### src/rtl/assemble_pack_pkg.sv
// Shared constants and types for the assemble_pack board-state packetiser.
// Packet layout (MSB first): header, player x/y, three wave rows,
// three 40-bit wave bitfields, XOR checksum byte.
package assemble_pack_pkg;

  localparam int unsigned PACKET_W        = 176;
  localparam int unsigned PAYLOAD_BYTES   = 21;
  localparam int unsigned PAYLOAD_W       = PAYLOAD_BYTES * 8;
  localparam logic [7:0]  HEADER_DEFAULT  = 8'hA5;

  // Field positions inside the 176-bit packet
  localparam int unsigned HEADER_MSB   = 175;
  localparam int unsigned HEADER_LSB   = 168;
  localparam int unsigned PLAYER_X_MSB = 167;
  localparam int unsigned PLAYER_X_LSB = 160;
  localparam int unsigned PLAYER_Y_MSB = 159;
  localparam int unsigned PLAYER_Y_LSB = 152;
  localparam int unsigned WAVE1_Y_MSB  = 151;
  localparam int unsigned WAVE1_Y_LSB  = 144;
  localparam int unsigned WAVE2_Y_MSB  = 143;
  localparam int unsigned WAVE2_Y_LSB  = 136;
  localparam int unsigned WAVE3_Y_MSB  = 135;
  localparam int unsigned WAVE3_Y_LSB  = 128;
  localparam int unsigned WAVE1_BF_MSB = 127;
  localparam int unsigned WAVE1_BF_LSB = 88;
  localparam int unsigned WAVE2_BF_MSB = 87;
  localparam int unsigned WAVE2_BF_LSB = 48;
  localparam int unsigned WAVE3_BF_MSB = 47;
  localparam int unsigned WAVE3_BF_LSB = 8;
  localparam int unsigned CHECKSUM_MSB = 7;
  localparam int unsigned CHECKSUM_LSB = 0;

  // Everything above the checksum byte, byte 20 = header
  typedef logic [PAYLOAD_BYTES-1:0][7:0] payload_t;

  // Saturate a coordinate to limit-1 when it reaches or exceeds limit
  function automatic logic [7:0] clamp_coord(input logic [7:0] value,
                                             input logic [7:0] limit);
    logic [7:0] result;
    if (value >= limit) begin
      result = limit - 8'd1;
    end else begin
      result = value;
    end
    return result;
  endfunction

endpackage

### src/rtl/pack_checksum.sv
// Combinational XOR reduction of the 21-byte payload down to one byte.
module pack_checksum
  import assemble_pack_pkg::*;
(
  input  payload_t   payload,
  output logic [7:0] checksum
);

  // Fold every payload byte into a single XOR byte
  always_comb begin
    checksum = 8'h00;
    for (int i = 0; i < PAYLOAD_BYTES; i++) begin
      checksum = checksum ^ payload[i];
    end
  end

endmodule

### src/rtl/assemble_pack.sv
// Registers a coherent 176-bit snapshot of the game board for the UART
// screen printer, with header byte, XOR checksum and a change pulse.
// Optional build macro: ASSEMBLE_PACK_CLAMP_EN saturates coordinates to
// the board size before packing (bitfields are never altered).
module assemble_pack
  import assemble_pack_pkg::*;
#(
  parameter logic [7:0] HEADER  = HEADER_DEFAULT,
  parameter int unsigned BOARD_W = 40,
  parameter int unsigned BOARD_H = 20
) (
  input  logic                clk,
  input  logic                rst,
  input  logic [7:0]          player_x,
  input  logic [7:0]          player_y,
  input  logic [7:0]          wave1_y,
  input  logic [7:0]          wave2_y,
  input  logic [7:0]          wave3_y,
  input  logic [BOARD_W-1:0]  wave1_bitfield,
  input  logic [BOARD_W-1:0]  wave2_bitfield,
  input  logic [BOARD_W-1:0]  wave3_bitfield,
  output logic [PACKET_W-1:0] packet,
  output logic                packet_updated
);

`ifdef ASSEMBLE_PACK_CLAMP_EN
  localparam bit CLAMP_EN = 1'b1;
`else
  localparam bit CLAMP_EN = 1'b0;
`endif

  localparam logic [7:0] X_LIMIT = 8'(BOARD_W);
  localparam logic [7:0] Y_LIMIT = 8'(BOARD_H);
  localparam logic [PACKET_W-1:0] RESET_PACKET = {HEADER, 160'h0, HEADER};

  logic [7:0]          player_x_s;
  logic [7:0]          player_y_s;
  logic [7:0]          wave1_y_s;
  logic [7:0]          wave2_y_s;
  logic [7:0]          wave3_y_s;
  payload_t            payload_s;
  logic [7:0]          checksum_s;
  logic [PACKET_W-1:0] next_packet_s;
  logic [PACKET_W-1:0] packet_r;
  logic                packet_updated_r;

  // Select raw or board-clamped coordinates for packing
  always_comb begin
    player_x_s = player_x;
    player_y_s = player_y;
    wave1_y_s  = wave1_y;
    wave2_y_s  = wave2_y;
    wave3_y_s  = wave3_y;
    if (CLAMP_EN) begin
      player_x_s = clamp_coord(player_x, X_LIMIT);
      player_y_s = clamp_coord(player_y, Y_LIMIT);
      wave1_y_s  = clamp_coord(wave1_y,  Y_LIMIT);
      wave2_y_s  = clamp_coord(wave2_y,  Y_LIMIT);
      wave3_y_s  = clamp_coord(wave3_y,  Y_LIMIT);
    end else begin
      player_x_s = player_x;
      player_y_s = player_y;
      wave1_y_s  = wave1_y;
      wave2_y_s  = wave2_y;
      wave3_y_s  = wave3_y;
    end
  end

  // Assemble the payload from the values sampled on this edge
  always_comb begin
    payload_s = {HEADER, player_x_s, player_y_s, wave1_y_s, wave2_y_s,
                 wave3_y_s, wave1_bitfield, wave2_bitfield, wave3_bitfield};
  end

  pack_checksum u_checksum (
    .payload  (payload_s),
    .checksum (checksum_s)
  );

  // Complete next packet: payload plus its checksum from the same sample
  always_comb begin
    next_packet_s = {payload_s, checksum_s};
  end

  // Snapshot register and change-detect pulse; reset wins over any load
  always_ff @(posedge clk) begin
    if (rst) begin
      packet_r         <= RESET_PACKET;
      packet_updated_r <= 1'b0;
    end else begin
      packet_r         <= next_packet_s;
      packet_updated_r <= (next_packet_s != packet_r);
    end
  end

  assign packet         = packet_r;
  assign packet_updated = packet_updated_r;

endmodule

### config.mk
export PLATFORM = sky130hd
export DESIGN_NAME = assemble_pack
export DESIGN_NICKNAME = d
export VERILOG_FILES = /design/src/rtl/assemble_pack_pkg.sv /design/src/rtl/pack_checksum.sv /design/src/rtl/assemble_pack.sv
export SDC_FILE = /design/constraint.sdc
export NUM_CORES = 1
export LEC_CHECK = 0
export CAP_MARGIN = 20
export CORE_ASPECT_RATIO = 1.25
export CORE_MARGIN = 4
export CORE_UTILIZATION = 35
export DETAILED_ROUTE_END_ITERATION = 10
export GPL_ROUTABILITY_DRIVEN = 0
export GPL_TIMING_DRIVEN = 0
export HOLD_SLACK_MARGIN = 0.02
export PLACE_DENSITY_LB_ADDON = 0.1
export SKIP_LAST_GASP = 1
export SLEW_MARGIN = 40
export SYNTH_ARGS = -nofsm -noshare
export SYNTH_HDL_FRONTEND = slang
export SYNTH_SLANG_ARGS = --single-unit
### constraint.sdc
create_clock -name clk -period 2.9 [get_ports clk]
set_clock_uncertainty 0.15 [all_clocks]
set_input_delay 0.58 -clock clk [delete_from_list [all_inputs] [get_ports clk]]
set_output_delay 0.58 -clock clk [all_outputs]
set_load 0.01 [all_outputs]
# --- Yosys cells after proc, flatten, opt, wreduce, memory -nomap -nowiden ---
# Index checks and enable logic that the tools add are counted.
op_classes:
  n_addsub: 0
  mul: 0
  div: 0
  n_lt_le_gt_ge: 0
  eq_ne: 1
  shift: 0
  mux: 0
  n_bitwise: 20
  reduce_logical: 0
ops:
  columns: ["operator", "count"]
  rows:
  - ["inequality test 176 bit", 1]
  - ["XOR 8 bit", 19]
  - ["NOT 4 bit", 1]
totals:
  reg_bits: 177
  latch_bits: 0
  ram_bits: 0
  romBits: 0
  inputBits: 162
  output_inout_bits: 177
  word_cells: 24
  memories: 0

# --- Longest topological paths before layout ---
# Gate-level depths: netlist (run 1).
depth:
  word_depth: 21
  ltp_mapped: 6
  depth_no_buf: 6

# --- Cells and area by module ---
# Synthesis (run 1) repeated with hierarchy kept, for this count alone.
hier_totals:
  cells_unflattened: 742
  hier_area_um2: 7835.0
by_module_without_submodules:
  columns: ["mod", "n_inst", "cells_each", "area_per_inst_um2", "seq_area_each_um2"]
  rows:
  - ["assemble_pack", 1, 590, 6393.6, 3383.2]
  - ["pack_checksum", 1, 152, 1441.4, 0.0]

# --- Worst setup path before layout (run 1) ---
# Ideal clock, no wire load.
synth_timing:
  path_kind: "input to register"
  startpoint: "in wave2_bitfield[16]"
  endpoint: "reg packet_updated_r (netlist: packet_updated)"
  setup_time_ns: 0.143
  arrival_ns: 2.065
  required_time_ns: 2.607
  path_slack_ns: 0.542
  stages: 6
  path_buffers: 0
  path_cell_list: "xnor2_1 > xnor2_1 > xnor3_2 > xnor3_1 > a2111oi_2 > a41oi_1"
synth_via:
  elab_chain_len: 15
synth_rtl:
  columns: ["element", "line_no", "text"]
  rows:
  - ["from (decl)", "assemble_pack.sv:20", "input logic [BOARD_W-1:0] wave2_bitfield,"]
  - ["XOR 8 bit (13 in a row)", "pack_checksum.sv:13", "checksum = checksum ^ payload[i];"]
  - ["NOT 4 bit (no source line)", null, null]
  - ["inequality test 176 bit *", "assemble_pack.sv:92", "packet_updated_r <= (next_packet_s != packet_r);"]
  - ["to (signal assigned)", "assemble_pack.sv:92", null]
  - ["to (decl)", "assemble_pack.sv:45", "logic packet_updated_r;"]
# Every way passes the cells marked *; elsewhere a longest branch is shown, timed or not.
# A chain may end at the register's enable or synchronous reset.

# --- Worst setup path after layout (run 1) ---
layout_timing:
  startpoint: "in wave2_bitfield[8]"
  endpoint: "reg packet_updated_r (netlist: packet_updated)"
layout_via:
  elab_chain_len: 16
layout_rtl:
  columns: ["element", "line_no"]
  rows:
  - ["XOR 8 bit (14 in a row)", "pack_checksum.sv:13"]
  - ["NOT 4 bit (no source line)", null]
  - ["inequality test 176 bit *", "assemble_pack.sv:92"]
# Marked as above.

==> results of run 1 <==
-- metrics by stage --
step                      utilization [%]  cell area, um2  setup slack [ns]  hold slack (ns)
after detailed placement             52.1           11600            -0.406            0.547
after floorplan                         -            7920             0.542            0.507
final                                54.8           12200            0.0405            0.453
after global placement               52.1           11600            -0.424            0.545
after global routing                 54.8           12200            0.0280            0.465
after CTS                            54.8           12200            0.0460            0.497
-- synth_stat cells (all sizes together), types with 4 or more instances --
cell / n / area share, %
nor2: 9 / 0.43
nand4: 35 / 2.8
nor4: 17 / 1.4
clkbuf: 18 / 0.86
dfxtp: 169 / 43
nor2b: 158 / 13
buf: 8 / 0.76
xor2: 35 / 3.9
xnor2: 253 / 28
xnor3: 11 / 3.2
xor3: 4 / 1.2
inv: 8 / 0.38
-- worst paths after layout --
check | from | to | slack (ns) | cells past startpoint
worst max-delay path | wave2_bitfield[8] | packet_updated | 0.04 | 7
worst min-delay path | rst | packet[163] | 0.45 | 2
worst max register to register | packet[56] | packet_updated | 0.41 | 6
worst min register to register | packet[4] | packet_updated | 0.57 | 2
-- layer usage --
| layer | vias up | global-route usage [%] | part of all wire (%) | wire (um) |
|---|---|---|---|---|
| met3 | 27 | 6.85 | 7.4 | 2330 |
| met5 | - | 0 | 0 | 0 |
| li1 | 3082 | - | - | - |
| met1 | 2984 | 28.9 | 40 | 12500 |
| met4 | 0 | 6.34 | 1.8 | 566 |
| met2 | 214 | 43.4 | 51 | 16000 |
-- report_power, final --
group | leakage, nW | switching [mW] | total (mW) | internal [mW]
logic | 2.69 | 0.941 | 2.20 | 1.26
registers | 1.41 | 0.110 | 2.60 | 2.49
clock network | 0.276 | 1.03 | 2.35 | 1.32
total | 4.37 | 2.08 | 7.15 | 5.07
-- logic make-up after synthesis --
family | synth area share (%)
simple gates | 17.8
compound gates | 1.05
other cells | 0.0950
flops | 42.8
xor+xnor | 36.3
buf+inv | 2.00
-- flip-flops by register name, summed over array words and instances (netlist names) --
register        count
packet            168
packet_updated      1
-- placed cells by master (no fill, tap or decap) --
master	count
sky130_fd_sc_hd__nor4_2	1
sky130_fd_sc_hd__nor3b_1	2
sky130_fd_sc_hd__a41oi_1	1
sky130_fd_sc_hd__o22ai_1	2
sky130_fd_sc_hd__clkbuf_8	2
sky130_fd_sc_hd__dfxtp_1	169
sky130_fd_sc_hd__clkbuf_2	8
sky130_fd_sc_hd__xnor2_1	253
sky130_fd_sc_hd__nand4_1	35
sky130_fd_sc_hd__nor2_1	9
sky130_fd_sc_hd__inv_6	3
sky130_fd_sc_hd__conb_1	8
sky130_fd_sc_hd__a2111o_1	1
sky130_fd_sc_hd__o221ai_1	2
sky130_fd_sc_hd__inv_8	1
sky130_fd_sc_hd__clkdlybuf4s50_1	329
sky130_fd_sc_hd__a22o_1	2
sky130_fd_sc_hd__nor2b_1	158
sky130_fd_sc_hd__nand2b_1	2
sky130_fd_sc_hd__xnor3_2	1
sky130_fd_sc_hd__nor4_1	16
sky130_fd_sc_hd__clkinv_2	1
sky130_fd_sc_hd__inv_1	8
sky130_fd_sc_hd__xor2_1	35
sky130_fd_sc_hd__xnor3_1	10
sky130_fd_sc_hd__clkbuf_1	10
sky130_fd_sc_hd__xor3_1	4
sky130_fd_sc_hd__clkbuf_16	17
sky130_fd_sc_hd__buf_4	8
sky130_fd_sc_hd__or2_1	2
sky130_fd_sc_hd__clkinvlp_4	5
sky130_fd_sc_hd__bufinv_16	2
sky130_fd_sc_hd__a2111oi_2	1
sky130_fd_sc_hd__nor3_1	2
-- critical path: stages --
cell	delay [ns]
sky130_fd_sc_hd__clkdlybuf4s50_1	0.49
sky130_fd_sc_hd__xnor2_1	0.30
sky130_fd_sc_hd__nand4_1	0.20
sky130_fd_sc_hd__nor4_1	0.59
sky130_fd_sc_hd__nand4_1	0.20
sky130_fd_sc_hd__nor3_1	0.44
sky130_fd_sc_hd__a41oi_1	0.19
-- cell type report --
| class | count | area, um2 | area share [%] |
|---|---|---|---|
| multi-input combinational | 547 | 4380 | 36.0 |
| sequential | 169 | 3380 | 27.8 |
| timing repair buffer | 329 | 3290 | 27.1 |
| clock buffer | 19 | 453 | 3.72 |
| tap | 283 | 354 | 2.91 |
| clock inverter | 12 | 140 | 1.15 |
| buffer | 26 | 138 | 1.13 |
| inverter | 8 | 30.0 | 0.247 |
==> results.txt, run 1 <==
----------------------------------------------------
[CTS]
  Reg clk slew, reported paths ... 0.07 ns
  Post-CTS setup-driven buffer insertion count ... 0
  H-Tree Level Count ... 4
  Quantity of gates resized following cts ... 0
  Root Driver ... sky130_fd_sc_hd__clkbuf_16
  Clock tree from TritonCTS ... done
  Bufs on Longest Clock Path ... 2
  Clk_lat worst skew ... approximately 0.44 ns
  Num Clock Sinks ... around 170
  Number of buffers created by CTS ... 17
  Cts hold-fix bufs ... 0

[Floorplan]
  # IOs ... about 340
  Vertical die dimension ... 176 um
  FP Rows ... between 60 and 70
  Starting density of the core ... between 30% and 40%
  Core area ... between 20000 and 25000 um2
  Horizontal die dimension ... 142 um
  Die area ... between 20000 and 30000 um2

[Job]
  Max-cap check violation count ... 0

[Route]
  First-pass iteration count of the detailed router ... 4
  Via count ... roughly 6300
  Post-detailed-route count of antenna-violating nets ... 0
  Via/cell ratio ... 4.53
  Number of DRC violations after detailed-routing iteration 0 ... 277
  Routed wire length per instance ... about 22 um
  Wirelength, routed ... approximately 31000 um
  Residual DRC count ... 0

[Synth]
  Post-synthesis sequential area ratio ... roughly 43%
  Synth Instances ... about 740
  Count of flip-flops with a built-in enable after synthesis ... 0
  Number of unique standard cell types used by synthesis ... 25
  Most common flop cell mapped by yosys ... sky130_fd_sc_hd__dfxtp_1
  Post-synth design cell area ... just under 8000 um2
  Async S/R FF share, synth ... 0%
  Average size of a mapped cell ... ~11 um2
  Warnings from Yosys ... 0
  Post-synthesis sequential element count ... ~170

[Setup path]
  Worst setup EP type ... flip-flop
  CP Class ... in2reg
  Critical path peak fanout ... 3
  Required time at the worst-slack endpoint ... 3.03 ns
  Startpoint types ... primary input
  CP arrival ... 2.99 ns

[Placed design]
  Cell total after placement ... 1362
  Detailed Place HPWL ... roughly 26000 um
  IO Port Bufs ... 329

[Timing]
  Count of final setup violators ... 0
  Minimum period implied by the final worst setup slack ... ~2.9 ns
  Final Cycle Share ... approximately 99%
  Pins over their slew limit ... 0
  F_max ... ~0.35 GHz
  Worst Max-Slew Pin Slew ... 0.842 ns
  Final hold vios ... 0
  Sum of negative setup slack ... 0 ns
  Unrepaired setup endpoints after global routing ... false
  Relative slew slack ... around 44%

[Power and ir drop]
  Leakage Power ... 4.37 nW
  Pwr per Cell Area ... 588 nW/um2
  Overall power of the completed layout ... ~7 mW
  Maximum vdd drop ... 0.406 mV

[Global route]
  Maximum number of pins on one net before global-route repair ... 17
  Aggregate global routing overflow ... 0
  First-pass GRT wire length ... 43200 um
  Total global-route track usage ... ~24%
  Initial antenna violation count ... 0
  Via count of the first global-routing pass ... between 6000 and 7000

[Run status]
  Result of the run ... completed

[Cells and area]
  Final Instance Count excl. Fillers ... 1393
  Number of fill cells in the layout ... between 2000 and 2500
  Layout Area Growth over Synthesis ... 54.1%
  Share of layout cells above drive strength 1 ... under 10%
  Nets ... 1260
  Inserted Diodes ... 0

[Min path]
  Class of the tightest hold or removal check ... in2reg

----------------------------------------------------
(Power assumes the default switching activity.)
==> run 2, diff against run 1 <==
Settings changed: ABC_AREA from default to 0.
==> results of run 2 <==
The final DEF is identical to that of run 1; final timing and power are the same.
==> run 3, diff against run 2 <==
Settings changed: SLEW_MARGIN 40 to default.
==> run 3 against run 2 <==
Compared with the run above: sequential power hardly changed; non-clock buffer count did not move; routed wire length down 0.19%; register-to-register slack better by 0.03 ns; via count is 0.16% lower; clock-buffer cell count shrank 1.
==> results.txt, run 3 (synthesis results as in run 1) <==
----------------------------------------------------
[Run status]
  Result of the run ... completed (unchanged)

[Global route]
  Maximum number of pins on one net before global-route repair ... 17 (unchanged)
  Aggregate global routing overflow ... 0 (unchanged)
  Initial antenna violation count ... 0 (unchanged)
  Via count of the first global-routing pass ... 6514 (was 6551)
  First-pass GRT wire length ... 43300 um (was 43200 um)
  Total global-route track usage ... 24.4% (about the same)

[CTS]
  Reg clk slew, reported paths ... 0.07 ns (about the same)
  Bufs on Longest Clock Path ... 2 (unchanged)
  Post-CTS setup-driven buffer insertion count ... 0 (unchanged)
  H-Tree Level Count ... 4 (unchanged)
  Clk_lat worst skew ... 0.44 ns (about the same)
  Num Clock Sinks ... 169 (unchanged)
  Number of buffers created by CTS ... 17 (unchanged)
  Cts hold-fix bufs ... 0 (unchanged)
  Root Driver ... sky130_fd_sc_hd__clkbuf_16 (unchanged)
  Quantity of gates resized following cts ... 0 (unchanged)
  Clock tree from TritonCTS ... done (unchanged)

[Route]
  Residual DRC count ... 0 (unchanged)
  Via count ... 6297 (was 6307)
  Via/cell ratio ... 4.52 (was 4.53)
  Wirelength, routed ... 31300 um (about the same)
  First-pass iteration count of the detailed router ... 4 (unchanged)
  Routed wire length per instance ... 22.5 um (about the same)
  Post-detailed-route count of antenna-violating nets ... 0 (unchanged)
  Number of DRC violations after detailed-routing iteration 0 ... 267 (was 277)

[Timing]
  Worst hold-check slack ... 0.523 ns (was 0.453 ns)
  Final Cycle Share ... 97.4% (was 98.6%)
  Pins over their slew limit ... 0 (unchanged)
  Worst Max-Slew Pin Slew ... 0.999 ns (was 0.842 ns)
  Count of final setup violators ... 0 (unchanged)
  Unrepaired setup endpoints after global routing ... false (unchanged)
  F_max ... 0.354 GHz (was 0.350 GHz)
  Final hold vios ... 0 (unchanged)
  Minimum period implied by the final worst setup slack ... 2.82 ns (was 2.86 ns)
  Relative slew slack ... 33.4% (was 43.9%)

[Cells and area]
  Final design area excluding fillers ... 12200 um2 (about the same)
  Most common cell after layout, fill and taps aside ... sky130_fd_sc_hd__clkdlybuf4s50_1 (unchanged)
  Share of layout cells above drive strength 1 ... 3.78% (was 4.50%)
  Max FFs per register ... 168 (unchanged)
  Inserted Diodes ... 0 (unchanged)
  Layout Area Growth over Synthesis ... 53.8% (was 54.1%)
  Final Instance Count excl. Fillers ... 1393 (unchanged)
  Top library cells by usage in the layout, fill and taps aside ... 329 x sky130_fd_sc_hd__clkdlybuf4s50_1, 253 x sky130_fd_sc_hd__xnor2_1, 169 x sky130_fd_sc_hd__dfxtp_1, 158 x sky130_fd_sc_hd__nor2b_1 (unchanged)
  Nets ... 1260 (unchanged)

[Power and ir drop]
  Leakage Power ... 4.35 nW (was 4.37 nW)
  Overall power of the completed layout ... 7.12 mW (was 7.15 mW)
  Maximum vdd drop ... 0.413 mV (was 0.406 mV)
  Pwr per Cell Area ... 586 nW/um2 (was 588 nW/um2)

[Setup path]
  Critical path origin ... wave2_bitfield[8] (unchanged)
  Worst setup EP type ... flip-flop (unchanged)
  CP arrival ... 2.95 ns (was 2.99 ns)
  Required time at the worst-slack endpoint ... 3.03 ns (about the same)
  Reg-to-reg slack, setup ... 0.44 ns (was 0.41 ns)
  Worst R2R Path Depth ... 6 (unchanged)
  Startpoint types ... primary input (unchanged)
  CP Class ... in2reg (unchanged)
  Worst setup path endpoint ... packet_updated (unchanged)
  Critical path peak fanout ... 3 (unchanged)
  Worst flop-to-flop path startpoint ... packet[56] (unchanged)
  Worst reg2reg endpoint ... packet_updated (unchanged)

[Floorplan]
  Core area ... 22200 um2 (unchanged)
  FP Rows ... 61 (unchanged)
  Starting density of the core ... 35.6% (unchanged)
  Horizontal die dimension ... 142 um (unchanged)
  # IOs ... 339 (unchanged)
  Die area ... 25100 um2 (unchanged)
  Vertical die dimension ... 176 um (unchanged)

[Min path]
  Class of the tightest hold or removal check ... in2reg (unchanged)

[Job]
  Max-cap check violation count ... 0 (unchanged)

[Placed design]
  Placed standard-cell area ... 11600 um2 (about the same)
  Cell total after placement ... 1362 (unchanged)
  Detailed Place HPWL ... 25600 um (about the same)
  IO Port Bufs ... 329 (unchanged)

----------------------------------------------------
run 3: changes by cell type in the layout (fill, tap and decap cells not counted), sizes merged:
cell      delta
clkinv       +2
clkbuf       -1
clkinvlp     -1
run 3: area by class of cell:
type,count,area [um2]
multi-input cells,547,4380
flip-flops and latches,169,3380
clock inverters,13,144
clock buffers,18,439
fillers,2105,10100
well taps,283,354
repair buffers,329,3290
inverters,8,30.0
plain buffers,26,128
run 3: power by group:
part / switching [mW] / leakage (nW) / internal, mW
logic: 0.938 / 2.66 / 1.26
clock network: 1.03 / 0.276 / 1.30
registers: 0.108 / 1.41 / 2.49
total: 2.08 / 4.35 / 5.04
run 3: worst min-delay path by stage:
stage                         start              to  slack (ns)  cells after the start
after global placement    packet[4]  packet_updated        0.55                      2
after detailed placement  packet[4]  packet_updated        0.55                      2
after global routing            rst     packet[156]        0.52                      2
after floorplan           packet[4]  packet_updated        0.51                      2
after CTS                       rst     packet[148]        0.52                      2
final                           rst     packet[148]        0.52                      2
run 3: metrics by stage:
stage | setup WS [ns] | setup TNS (ns) | utilization [%]
floorplan | 0.542 | 0 | -
finish | 0.0755 | 0 | 54.7
global route | 0.000593 | 0 | 54.7
CTS | 0.0359 | 0 | 54.7
global placement | -0.424 | -0.424 | 52.1
detailed placement | -0.417 | -0.417 | 52.1
run 3: metal layers:
| metal | global-route usage (%) | wire length (um) | vias up |
|---|---|---|---|
| met4 | 5.55 | 437 | 0 |
| met5 | 0 | 0 | - |
| met1 | 29.2 | 12500 | 2983 |
| met3 | 5.72 | 2150 | 26 |
| li1 | - | - | 3069 |
| met2 | 44.2 | 16200 | 219 |
run 3: worst max-delay path, stage by stage:
cell                              delay, ns
sky130_fd_sc_hd__clkdlybuf4s50_1       0.49
sky130_fd_sc_hd__xnor2_1               0.29
sky130_fd_sc_hd__nand4_1               0.19
sky130_fd_sc_hd__nor4_1                0.58
sky130_fd_sc_hd__nand4_1               0.21
sky130_fd_sc_hd__nor3_1                0.42
sky130_fd_sc_hd__a41oi_1               0.18
==> variant 1: new RTL, settings of run 3 <==
Set the localparam `CLAMP_EN` to 1'b1 (it was 1'b0).
--- a/src/rtl/assemble_pack.sv
+++ b/src/rtl/assemble_pack.sv
@@ -28,3 +28,3 @@
 `else
-  localparam bit CLAMP_EN = 1'b0;
+  localparam bit CLAMP_EN = 1'b1;
 `endif
Check against the original RTL: not equivalent (Yosys sat finds a counterexample within 4 cycles, from zero or initial values and one cycle with rst high).
==> variant 1 against run 3 <==
Synthesized area up 1.2%; largest power group unchanged; maximum frequency down 1.7%; total power about the same; non-clock buffer count up 12; cell area up 4.9%; core utilization up 2.3 points; sequential cell count unchanged; register-to-register slack worse by 0.08 ns; setup slack worse by 0.049 ns; routed wire length up 7.1%; synthesized cell count up 7.0%; critical endpoint unchanged; via count up 14%.
==> variant 1: results (changes against run 3) <==
post-synthesis xor/xnor area fraction -> 27.70% (-8.6 points)
first-pass GRT wire length -> 46.49 mm (+7.3%)
post-synth cell types -> 55 (+120%)
total area of sequential cells -> 3383 µm² (unchanged)
top cells by count, synth -> dfxtp_1 (169), xnor2_1 (129), nor2b_1 (108)
Leak -> 5.229 nW (+20%)
Worst path slowest cell -> clkdlybuf4s50_1
mean area per synthesized cell -> 10.05 µm² (-5.4%)
share of layout cells above drive strength 1 -> 9.160% (+5.4 points)
Crit path largest cell delay -> 0.65 ns (+0.07 ns)
multi-input gates -> 576 (+5.3%)
Compound-Gate Fraction of Synth Area -> 6.194% (+5.1 points)
inverter count -> 46 (+38)
HPWL Detailed -> 27.36 mm (+7.0%)
Via density -> 4.860 (+7.5%)
Fill cells -> 2074 (-1.5%)
area grow syn2layout -> 59.44%
initial DRC count -> 449 (+68%)
Reg2Reg Setup Slack -> 0.36 ns (-0.08 ns)
dpl ws -> -1.104 ns (-0.6866 ns)
largest net degree at the start of global routing -> 18 (+1)
non-filler cells, final -> 1474 (+5.8%)
Skew-Pair Late Insertion Delay -> 0.44 ns (about the same)
nets -> 1339 (+6.3%)
Pre-antenna DRT Iters -> 5 (+1)
mux share of post-synthesis cell area -> 0.1251% (+0.13 points)
Post CTS Setup Buffer Count -> 6 (+6)
hold_sp -> player_y[7]
hold depth -> 3 (+1)
worst hold endpoint -> packet[156]
Seq/Total Area, Yosys -> 42.30% (-0.52 points)
Overall Global Routing Usage -> 25.74% (+1.3 points)
post-cts resize count -> 68 (+68)
vias in the first global route -> 7210 (+11%)
P_comb -> 2.19 mW
Max IR drop VDD -> 0.4498 mV (+8.8%)
die footprint -> 25350 µm² (+1.2%)
Worst EP arrival -> 3.00 ns (+0.05 ns)
run status -> finished clean
FFs & Latches -> 169 (unchanged)
Inst Count DP -> 1428 (+4.8%)
WL final -> 33.52 mm (+7.1%)
Critical Path Source -> wave2_bitfield[26]
Power Internal -> 4.938 mW (-2.1%)
Slew headroom -> 35.03% (+1.6 points)
clock network area share -> 4.650% (-0.15 points)
antenna cell count -> 1 (+1)
multi-input logic area -> 4716 µm² (+7.6%)
bufs w/o clock -> 367 (+3.4%)
## variant 1: cell types whose count changed after synthesis, sizes merged, moves of 12 or more
cell,before,now
nor2,9,55
xor2,35,65
inv,8,46
nand2,0,12
nand4,35,13
xnor2,253,130
nor2b,158,108
o22ai,2,16
## variant 1: stage by stage
stage	hold WS, ns	power, mW
3_3_place_gp	0.5367	4.666
4_1_cts	0.3080	7.132
2_1_floorplan	0.4958	3.707
3_5_place_dp	0.5483	4.680
5_1_grt	0.2386	7.395
6_report	0.2367	7.124
## variant 1: worst max-delay path by stage
stage / to / slack (ns) / cells after the start
floorplan: packet_updated / 0.03 / 7
global placement: packet_updated / -1.19 / 8
detailed placement: packet_updated / -1.10 / 8
CTS: packet_updated / 0.001 / 8
global route: packet_updated / -0.001 / 8
finish: packet_updated / 0.03 / 8
## variant 1: layer usage
layer	share of wire, %	wire (µm)	global-route usage, %
met4	2.5	835	7.653
met5	0	0	0
met2	52	17480	46.75
met3	7.6	2555	7.027
met1	38	12650	29.26
==> variant 2: new RTL, flow settings as in run 3 <==
Made on the original files. Reset style: asynchronous (`rst`), changed in one clocked block.
--- a/src/rtl/assemble_pack.sv
+++ b/src/rtl/assemble_pack.sv
@@ -85,3 +85,3 @@
   // Snapshot register and change-detect pulse; reset wins over any load
-  always_ff @(posedge clk) begin
+  always_ff @(posedge clk or posedge rst) begin
     if (rst) begin
Behaviour: differs if rst is asserted again (counterexample within 4 cycles, from zero or initial values and one cycle with rst high); with rst held inactive, the same outputs for 10 cycles.
==> variant 2 against run 3 <==
Critical path depth unchanged; sequential cell count unchanged; total power increased by 1.2%; setup slack improved by 0.10 ns; synthesized area decreased by 3.0%; cell area decreased by 0.92%; die area decreased by 2.9%; routed wire length decreased by 16%; sequential power increased by 3%; via count decreased by 13%; critical path type unchanged; largest cell class is now registers.
==> variant 2: results (changes against run 3) <==
clock root cell -> clkbuf_16
Seq/Total Area, Yosys -> 55.27% (+12 points)
Ys Warns -> 0 (unchanged)
max reg flops -> 168 (unchanged)
dpl ws -> -0.2572 ns (+0.1600 ns)
final instance area -> 12040 µm² (-0.92%)
nets -> 1083 (-14%)
largest net degree at the start of global routing -> 43 (+26)
Worst EP arrival -> 2.86 ns (-0.09 ns)
HPWL Detailed -> 22.06 mm (-14%)
synth top area cells -> dfrtp_1 (54%), xnor2_1 (22%), xor2_1 (10%)
crit-path max FO -> 3 (unchanged)
sw power -> 2.047 mW (-1.4%)
post-cts resize count -> 0 (unchanged)
Fill cells -> 1841 (-13%)
initial DRC count -> 183 (-31%)
Port Buf Inserts -> 330 (+0.30%)
Pre-antenna DRT Iters -> 4 (unchanged)
Leak -> 4.805 nW (+11%)
ys async rst share -> 100.0% (+100 points)
Overall Global Routing Usage -> 21.39% (-3.0 points)
clock tree buffer depth -> 2 (unchanged)
Avg WL per Cell -> 21.63 µm (-3.7%)
clock buffer count from CTS -> 17 (unchanged)
top cells by count, synth -> xnor2_1 (195), dfrtp_1 (165), xor2_1 (89)
worst hold path class -> in -> async
Max IR drop VDD -> 0.3756 mV (-9.1%)
post-synth cell types -> 22 (-12%)
Crit path largest cell delay -> 0.55 ns (-0.03 ns)
Worst path slowest cell -> clkdlybuf4s50_1
Post CTS Setup Buffer Count -> 0 (unchanged)
Slew @ Worst Pin -> 0.9050 ns (-0.09382 ns)
crit-path leading delay family -> XOR/XNOR gates
share of layout cells above drive strength 1 -> 5.353% (+1.6 points)
Final Hold Viols -> 0 (unchanged)
vias in the first global route -> 6137 (-5.8%)
Placed Area -> 11420 µm² (-1.3%)
Skew-Pair Late Insertion Delay -> 0.42 ns (-0.02 ns)
run status -> finished clean
Via density -> 4.536 (+0.35%)
Reg2Reg Depth -> 6 (unchanged)
total number of H-tree levels -> 4 (unchanged)
CTS clk-pin slew, worst paths -> 0.07 ns (about the same)
initial antenna violation count -> 0 (unchanged)
prevailing post-synth register cell -> dfrtp_1
first-pass GRT wire length -> 38.47 mm (-11%)
-- variant 2: changes by cell type in the layout (fill, tap and decap cells not counted), sizes merged, moves of 9 or more --
cell    delta
clkbuf    -16
dfrtp    +165
dfxtp    -169
nand4     -10
nor2       -9
nor2b    -156
nor4      +10
xnor2     -58
xor2      +54
-- variant 2: per-layer routing --
metal  up-vias  share of wire, %  GRT usage, %
met4         0               2.0         6.422
met5         -                 0             0
met2       217                53         38.24
li1       2577                 -             -
met1      2687                38         24.76
met3        26               7.1         6.043
-- variant 2: cell type report --
| class | instances | area share [%] |
|---|---|---|
| Timing Repair Buffer | 334 | 28.09 |
| Antenna cell | 1 | 0.02078 |
| Clock buffer | 20 | 3.875 |
| Tap cell | 279 | 2.899 |
| Buffer | 8 | 0.4987 |
| Inverter | 13 | 0.4364 |
| Sequential cell | 169 | 35.16 |
| Clock inverter | 12 | 1.278 |
| Multi-Input combinational cell | 378 | 27.74 |
-- variant 2: logic make-up after synthesis --
logic type | count (synthesis) | synth area share (%)
xor+xnor | 300 | 37.24
flops | 169 | 55.27
simple gates | 59 | 4.850
buf+inv | 21 | 1.421
compound gates | 11 | 1.127
other cells | 2 | 0.09803
-- variant 2: power by group through the flow --
stage	Sequential [mW]	Combinational (mW)	Clock (mW)
detailed placement	2.71	2.15	0
finish	2.67	2.13	2.41
floorplan	2.79	1.08	0
global route	2.69	2.27	2.57
global placement	2.71	2.13	0
CTS	2.67	2.17	2.47
-- variant 2: final timing paths --
check | to | from | slack, ns
worst min register to register | packet_updated | packet[4] | 0.61
min in group clk | packet[87] | wave2_bitfield[39] | 0.53
worst max-delay path | packet_updated | player_x[1] | 0.18
max in group asynchronous | packet[7] | rst | 1.28
worst max register to register | packet_updated | packet[12] | 0.56
worst min-delay path | packet[152] | rst | 0.39
-- variant 2: through the flow --
| step | std cells | hold slack [ns] |
|---|---|---|
| after global routing | 1213 | 0.4079 |
| after detailed placement | 1181 | 0.5940 |
| after floorplan | 568 | 0.4614 |
| final | 1214 | 0.3931 |
| after CTS | 1213 | 0.3883 |
| after global placement | 1177 | 0.5775 |
